## src/rtl/pc.sv

```systemverilog
`default_nettype none
// ============================================================================
// Module      : pc
// Description : Program counter register for the 8-bit CPU core. Holds the
//               address of the current instruction, advances by a fixed STEP
//               every clock and accepts an absolute jump target via a load
//               path. Control/branch logic drives load_en/d; instruction
//               fetch consumes q.
//
// Ports       : clk      in   1      system clock, rising-edge active
//               reset    in   1      synchronous active-high reset
//               load_en  in   1      load d instead of incrementing
//               d        in   WIDTH  jump/branch target address
//               q        out  WIDTH  current program counter (registered)
//               q_next   out  WIDTH  value q takes at the next rising edge
//               wrap     out  1      increment cycle whose q+STEP overflows
//
// Parameters  : WIDTH       address width in bits
//               RESET_VALUE value loaded on reset (must fit in WIDTH bits)
//               STEP        unsigned increment (must fit in WIDTH bits)
//
// Revision    : 1.0  initial release
// ============================================================================
module pc #(
    parameter int unsigned WIDTH       = 8,
    parameter int unsigned RESET_VALUE = 0,
    parameter int unsigned STEP        = 1
) (
    input  logic             clk,
    input  logic             reset,
    input  logic             load_en,
    input  logic [WIDTH-1:0] d,
    output logic [WIDTH-1:0] q,
    output logic [WIDTH-1:0] q_next,
    output logic             wrap
);

    // Parameters are truncated to the register width once, here, so every
    // use below is already WIDTH bits wide.
    localparam logic [WIDTH-1:0] c_reset_value = WIDTH'(RESET_VALUE);
    localparam logic [WIDTH-1:0] c_step        = WIDTH'(STEP);

    logic [WIDTH-1:0] r_q;
    logic [WIDTH:0]   w_sum;      // one extra bit to expose the carry-out
    logic             w_inc_cycle;
    logic [WIDTH-1:0] w_q_next;

    // Widened add: the low WIDTH bits are the modulo-2^WIDTH increment, the
    // top bit is the carry used only for the wrap indication.
    assign w_sum       = {1'b0, r_q} + {1'b0, c_step};
    assign w_inc_cycle = ~reset & ~load_en;

    // Next-state selection, reset over load over increment. The register is
    // loaded from this same value, so q always equals the previous q_next.
    always_comb begin
        w_q_next = w_sum[WIDTH-1:0];
        if (reset) begin
            w_q_next = c_reset_value;
        end else if (load_en) begin
            w_q_next = d;
        end
    end

    always_ff @(posedge clk) begin
        r_q <= w_q_next;
    end

    assign q      = r_q;
    assign q_next = w_q_next;
    assign wrap   = w_inc_cycle & w_sum[WIDTH];

endmodule
`default_nettype wire

```

## config.mk

```make
export PLATFORM = sky130hd
export DESIGN_NAME = pc
export DESIGN_NICKNAME = d
export VERILOG_FILES = /design/src/rtl/pc.sv
export SDC_FILE = /design/constraint.sdc
export NUM_CORES = 1
export LEC_CHECK = 0
export CAP_MARGIN = 20
export CORE_AREA = 2 2 39 41
export DETAILED_ROUTE_END_ITERATION = 7
export DIE_AREA = 0 0 41 43
export PLACE_DENSITY = 0.73
export RECOVER_POWER = 25
export SETUP_SLACK_MARGIN = 0.4
export SLEW_MARGIN = 10
export SYNTH_ARGS = -nofsm -noshare
export SYNTH_HDL_FRONTEND = slang
export SYNTH_SLANG_ARGS = --single-unit
```

## constraint.sdc

```tcl
create_clock -name clk -period 1.6 [get_ports clk]
set_input_delay 0.24 -clock clk [delete_from_list [all_inputs] [get_ports clk]]
set_output_delay 0.24 -clock clk [all_outputs]
set_load 0.02 [all_outputs]
```

# Word-level counts from Yosys, hierarchy flattened
# Index checks and enable logic that the tools add are counted.
dict set report classes {
  mux 2
  add_sub_neg 1
  n_bitwise 4
}
# op n
set ops {}
lappend ops {{$mux W8} 2}
lappend ops {{$add A8 B1 Y9 const B} 1}
lappend ops {{$and A1 B1 Y1} 2}
lappend ops {{$not A1 Y1} 2}
dict set report totals {
  input_bits 11
  ff_bits 8
}

# Logic depth before layout (Yosys ltp)
# Gate-level depths: netlist of the first run.
dict set report logic_depth {
  word_depth 3
  ltp_mapped 4
}

# Worst setup path before layout of the first run
# Ideal clock, no wire load.
dict set report synth_timing {
  path_type {flip-flop to output port}
  start {register r_q[2], in the netlist q[2]}
  end {output port wrap}
  path_slack_ns -0.170
  required_ns 1.360
  arrival_ns 1.530
  path_stages_with_launch 4
  n_path_buf 0
  path_cell_list {dfxtp_1 and4_4 nand2_1 nor4_1}
}
dict set report synth_via {
  elab_chain_cells 2
}
# item line
set synth_lines {}
lappend synth_lines {{from (decl)} 43} ;# logic [WIDTH-1:0] r_q;
lappend synth_lines {{from (signal assigned)} 65} ;# r_q <= w_q_next;
lappend synth_lines {{$add A8 B1 Y9} 50} ;# assign w_sum = {1'b0, r_q} + {1'b0, c_step};
lappend synth_lines {{$and A1 B1 Y1} 70} ;# assign wrap = w_inc_cycle & w_sum[WIDTH];
lappend synth_lines {{to (decl)} 35} ;# output logic wrap
# Every way passes these cells.

# Worst setup path after layout of the first run
dict set report layout_timing {
  start {register r_q[4], in the netlist q[4]}
  end {output port q_next[6]}
}
dict set report layout_via {
  elab_chain_cells 3
}
# item line
set layout_lines {}
lappend layout_lines {{$add A8 B1 Y9} 50}
lappend layout_lines {{$mux W8} 59} ;# end else if (load_en) begin
lappend layout_lines {{$mux W8} 57} ;# if (reset) begin
lappend layout_lines {{to (decl)} 34} ;# output logic [WIDTH-1:0] q_next,
# Every way passes these cells.

==> results.sh, run 1 <==
export IMPL_synth_seq_area_share_pct=37.1
export IMPL_firstDrtPassIters=2
export IMPL_status="finished, violations left"
export IMPL_grt_pass1_wl_um=2130
export IMPL_wire_per_inst_um=12.9
export IMPL_syn_area_sq_um=432
export IMPL_synth_area_per_cell_sq_um=8.63
export IMPL_largest_reg_flops=8
export IMPL_grt_usage_pct=19.1
export IMPL_hold_class="primary input to register"
export IMPL_drt_iter0_drc=4
export IMPL_place_congestion=0.779
export IMPL_grt_pass1_vias=489
export IMPL_cts_made_buffers=3
export IMPL_clkSinkCount=8
export IMPL_min_from="load_en"
export IMPL_grt_max_degree=10
export IMPL_synthFlopType="dfxtp_1"
export IMPL_hold_violations=0
export IMPL_synth_edf_count=0
export IMPL_ff2ff_path_depth=4
export IMPL_fp_row_count=14
export IMPL_max_freq_mhz=602
export IMPL_fin_ws_ps=-61.6
export IMPL_num_nets_final=107
export IMPL_path_cells="and4_4 > a31oi_4 > a221oi_4 > buf_6"
export IMPL_drc=0
export IMPL_p_per_area_nw_per_um2=649
export IMPL_required_ps=1360
export IMPL_synth_area_leader_cell="dfxtp_1"
export IMPL_fin_crit_ps=1660
export IMPL_diodes=0
export IMPL_path_clk_slew_ps=60
export IMPL_setup_viol=4
export IMPL_worstReg2RegEnd="q[7]"
export IMPL_slowest_delay_ps=340
export IMPL_final_cell_area_sq_um=955
export IMPL_cp_top_family="compound AO/OA/AOI/OAI gates"
export IMPL_fill_cells=120
export IMPL_die_w_um=41
export IMPL_yosysUniqueCellTypes=25
export IMPL_worstSkewPairLatency_ps=260
export IMPL_worst_path_buf_inv=1
export IMPL_ys_seq_elements=8
export IMPL_core_area_sq_um=1380
export IMPL_antenna_left=0
export IMPL_cts_tree="built"
export IMPL_cp_max_fo=5
export IMPL_synth_nets=62
export IMPL_syn2layout_area_growth_pct=121
export IMPL_fin_skew_ps=8.35
export IMPL_synthesis_instances=50
export IMPL_drive_above_1_share_pct=64.5
export IMPL_cts_root_buf="clkbuf_4"
export IMPL_crit_slowest_cell="dfxtp_4"
export IMPL_min_to="q[6]"
export IMPL_cp_arrival_ps=1420
export IMPL_viasPerCell=4.86
export IMPL_ys_async_sr_fraction_pct=0
export IMPL_max_slew_margin_rel_pct=86.5
export IMPL_timing_final_crit_share_pct=104
export IMPL_ff2ff_setup_slack_ps=380
export IMPL_ys_top_cells_by_count="dfxtp_1 (8), inv_1 (5), a21oi_1 (4), nor2_1 (4)"
export IMPL_ys_warn_count=0
export IMPL_ios=28
export IMPL_ctsLongestPathBuffers=2
export IMPL_rsz0062_at_grt="yes"
export IMPL_synth_top_area_share_pct=37.1
export IMPL_yosysMostFrequentCell="dfxtp_1"
export IMPL_power_mw=0.619
export IMPL_die_h_um=43
export IMPL_peakVddDrop_mv=0.417
export IMPL_p_leak_nw=0.430
export IMPL_cap_violations=0
export IMPL_min_path_cells=3
export IMPL_place_area_sq_um=862
export IMPL_tightest_slew_ps=196
export IMPL_dp_hpwl_um=958
export IMPL_numPortBuffers=27
export IMPL_worstSetupStartpointType="register"
export IMPL_initial_core_util_pct=31.2
export IMPL_critPathKind="register to output port"
export IMPL_violations="negative setup slack"
export IMPL_vias=530
export IMPL_antenna_found_initial=0
export IMPL_cts_max_level=1
export IMPL_ys_top_cells_by_area="dfxtp_1 (37%), o21a_1 (5.2%), a21oi_1 (4.6%)"
export IMPL_dieArea_sq_um=1760
export IMPL_grt_ovfl_total=0
export IMPL_r2r_start="q[4]"
export IMPL_finalWirelength_um=1410
export IMPL_crit_path_end_kind="output port"
export IMPL_drv_slew=0
[per-layer routing]
layer | wire [um] | up-vias | track usage, %
met1 | 615 | 244 | 22.2
li1 | - | 265 | -
met2 | 678 | 19 | 27.5
met4 | 16 | 0 | 10.0
met3 | 100 | 2 | 9.42
met5 | 0 | - | 0
[metrics by stage]
step / setup WS [ps] / setup TNS (ps) / utilization [%] / hold WS (ps) / std cells
4_1_cts: -68.6 / -190 / 66.0 / 543 / 106
3_3_place_gp: -504 / -4180 / 62.3 / 615 / 101
2_1_floorplan: 263 / 0 / - / 477 / 50
3_5_place_dp: -533 / -4340 / 62.3 / 624 / 101
6_report: -61.6 / -156 / 69.0 / 555 / 109
5_1_grt: -140 / -562 / 69.0 / 548 / 109
[cell families after synthesis]
group | after synthesis | synth area share (%)
AND/OR/NAND/NOR | 17 | 22.6
AO/OA/AOI/OAI | 12 | 20.3
flip-flops | 8 | 37.1
buffers and inverters | 7 | 6.38
XOR/XNOR | 3 | 6.09
multiplexers | 2 | 4.64
adder cells (fa/ha/maj) | 1 | 2.90
[placed cells by master, fill, tap and decap left out, types with 2 or more instances in the layout]
cell type and instances:
buf_6 10, a21oi_1 3, nand3_2 2, clkdlybuf4s15_2 2
dfxtp_2 2, buf_2 6, xnor2_1 2, nor2_2 2
nand2_1 2, inv_1 5, clkdlybuf4s50_1 9, buf_4 14
mux2i_1 2, dfxtp_4 6, clkbuf_4 3, o21a_1 2
[worst min-delay path, cell delays in order]
cell,delay (ps)
clkdlybuf4s15_2,240
a31oi_4,190
a221oi_4,80
[how the worst max path moves through the flow]
stage             from        end  slack (ps)  depth (start not counted)
2_1_floorplan     q[0]  q_next[6]         260                          3
3_3_place_gp   load_en  q_next[6]        -500                          4
3_5_place_dp   load_en  q_next[6]        -530                          4
4_1_cts           q[4]  q_next[6]         -70                          4
5_1_grt           q[4]  q_next[6]        -140                          4
6_report          q[4]  q_next[6]         -60                          4
[report_power, final]
| part | switching, mW | internal, mW | leakage, nW | total (mW) |
|---|---|---|---|---|
| Sequential | 0.0147 | 0.213 | 0.0707 | 0.228 |
| Combinational | 0.111 | 0.121 | 0.346 | 0.232 |
| Clock | 0.0735 | 0.0862 | 0.0138 | 0.160 |
[final cells by class]
class,instances,area [sq um],area share (%)
Timing Repair Buffer,42,365,38.3
Multi-Input combinational cell,35,343,35.9
Sequential cell,8,185,19.4
Clock buffer,3,22.5,2.36
Tap cell,16,20.0,2.10
Inverter,5,18.8,1.97
[what timing repair did]
action	in CTS	in global routing
pin swaps	8	4
gates resized for setup	92	9
endpoints found under the setup margin	17	12
buffers inserted	2	3
hold buffers	0	0
Power figures use the tool's default switching activity.
==> run 2, diff against run 1 <==
--- a/config.mk
+++ b/config.mk
@@ -6,9 +6,9 @@
 export NUM_CORES = 1
 export LEC_CHECK = 0
 export CAP_MARGIN = 20
-export CORE_AREA = 2 2 39 41
+export CORE_AREA = 10 10 47 49
 export DETAILED_ROUTE_END_ITERATION = 7
-export DIE_AREA = 0 0 41 43
+export DIE_AREA = 0 0 57 59
 export PLACE_DENSITY = 0.73
 export RECOVER_POWER = 25
 export SETUP_SLACK_MARGIN = 0.4
==> run 2 against run 1 <==
Effect of this change: the run still ends with negative setup slack left; die area is 91% higher; register-to-register slack worse by 30 ps; global-route usage is 8.4 points lower; sequential share of layout area is 0.52 points lower; worst hold slack better by 60 ps; count of clock-buffer cells in the layout is 1 higher; via count is 7.5% higher; cell count is 2.8% higher; critical path type unchanged; largest power group unchanged.
==> results.sh, run 2 (synthesis gave the netlist of run 1 again) <==
export IMPL_cap_violations=0
export IMPL_hold_class="primary input to register"
export IMPL_p_per_area_nw_per_um2=665
export IMPL_violations="negative setup slack"
export IMPL_diodes=0
export IMPL_num_nets_final=109
export IMPL_hold_buffers=0
export IMPL_path_cells="ha_4 > buf_4 > a31oi_4 > a221oi_4 > buf_6"
export IMPL_die_h_um=59
export IMPL_dp_slack_ps=-573
export IMPL_viasPerCell=5.09
export IMPL_p_leak_nw=0.434
export IMPL_fin_skew_ps=7.29
export IMPL_worstSetupStartpointType="register"
export IMPL_clkSinkCount=8
export IMPL_max_freq_mhz=588
export IMPL_timing_final_crit_share_pct=106
export IMPL_die_w_um=57
export IMPL_layout_common_cells="buf_4 (16), buf_6 (10), clkdlybuf4s50_1 (9), dfxtp_4 (6)"
export IMPL_utilization_pct=70.0
export IMPL_ios=28
export IMPL_drv_slew=0
export IMPL_status="finished, violations left"
export IMPL_cts_max_level=1
export IMPL_layout_commonest_cell="buf_4"
export IMPL_cts_made_buffers=3
export IMPL_initial_core_util_pct=30.8
export IMPL_power_mw=0.652
export IMPL_dieArea_sq_um=3360
export IMPL_finalWirelength_um=1830
export IMPL_required_ps=1360
export IMPL_firstDrtPassIters=5
export IMPL_fin_tns_setup_ps=-379
export IMPL_cp_arrival_ps=1460
export IMPL_syn2layout_area_growth_pct=127
export IMPL_antenna_left=0
export IMPL_crit_path_end_kind="output port"
export IMPL_fin_ws_ps=-99.3
export IMPL_grt_ovfl_total=0
export IMPL_setup_viol=5
export IMPL_antenna_found_initial=0
export IMPL_core_area_sq_um=1400
export IMPL_grt_max_degree=10
export IMPL_tightest_slew_ps=233
export IMPL_grt_pass1_vias=620
export IMPL_dp_hpwl_um=1300
export IMPL_drive_above_1_share_pct=62.5
export IMPL_numPortBuffers=27
export IMPL_ctsLongestPathBuffers=2
export IMPL_vias=570
export IMPL_whs_ps=614
export IMPL_path_clk_slew_ps=60
export IMPL_place_congestion=0.767
export IMPL_max_slew_margin_rel_pct=84.4
export IMPL_drc=0
export IMPL_cts_root_buf="clkbuf_4"
export IMPL_critPathKind="register to output port"
export IMPL_drt_iter0_drc=11
export IMPL_cp_max_fo=4
export IMPL_largest_reg_flops=8
export IMPL_cts_tree="built"
export IMPL_rsz0062_at_grt="yes"
export IMPL_crit_slowest_cell="dfxtp_4"
export IMPL_grt_usage_pct=10.7
export IMPL_peakVddDrop_mv=0.412
export IMPL_worstSkewPairLatency_ps=270
export IMPL_hold_violations=0
export IMPL_slowest_delay_ps=380
export IMPL_fp_row_count=14
export IMPL_fin_crit_ps=1700
export IMPL_wire_per_inst_um=16.3
export IMPL_grt_pass1_wl_um=2920
## run 2: final cells by class
type | instances | area [sq um]
clock buffer | 4 | 26.3
fill | 124 | 420
timing repair buffer | 44 | 384
tap | 16 | 20.0
inverter | 5 | 18.8
multi-input combinational | 35 | 347
sequential | 8 | 185
## run 2: metal layers
layer	global-route usage, %	vias up	share of wire (%)
met5	0	-	0
met4	6.04	0	2.2
met3	5.79	6	10
met2	16.3	27	48
met1	11.6	265	40
li1	-	272	-
## run 2: final timing paths
kind         start        end  slack, ps  cells after the start
max reg2reg   q[1]       q[5]        350                      5
min           d[0]       q[0]        610                      3
max           q[1]  q_next[6]       -100                      5
min reg2reg   q[7]       q[7]        700                      2
## run 2: power breakdown
| part | leakage [nW] | internal, mW | switching (mW) | total (mW) |
|---|---|---|---|---|
| Sequential | 0.0707 | 0.213 | 0.0157 | 0.229 |
| Combinational | 0.349 | 0.125 | 0.117 | 0.241 |
| Clock | 0.0150 | 0.0964 | 0.0854 | 0.182 |
| Total | 0.434 | 0.434 | 0.218 | 0.652 |
## run 2: what timing repair did
item,4_1_cts,5_1_grt
cloned,0,0
setup buffers,2,2
pin swaps,7,7
gates resized for setup,86,10
endpoints found under the setup margin,17,14
## run 2: through the flow
| step | instances | instance area (sq um) |
|---|---|---|
| final | 112 | 981 |
| after CTS | 110 | 930 |
| after detailed placement | 104 | 885 |
| after global placement | 104 | 885 |
| after floorplan | 50 | 505 |
| after global routing | 112 | 981 |
## run 2: worst max-delay path: cells and delay by family (launching register included)
family	cells	cell delay, ps
DFF	1	380
AOI/OAI and AO/OA	2	370
buffers and inverters	2	280
adders and majority gates	1	160
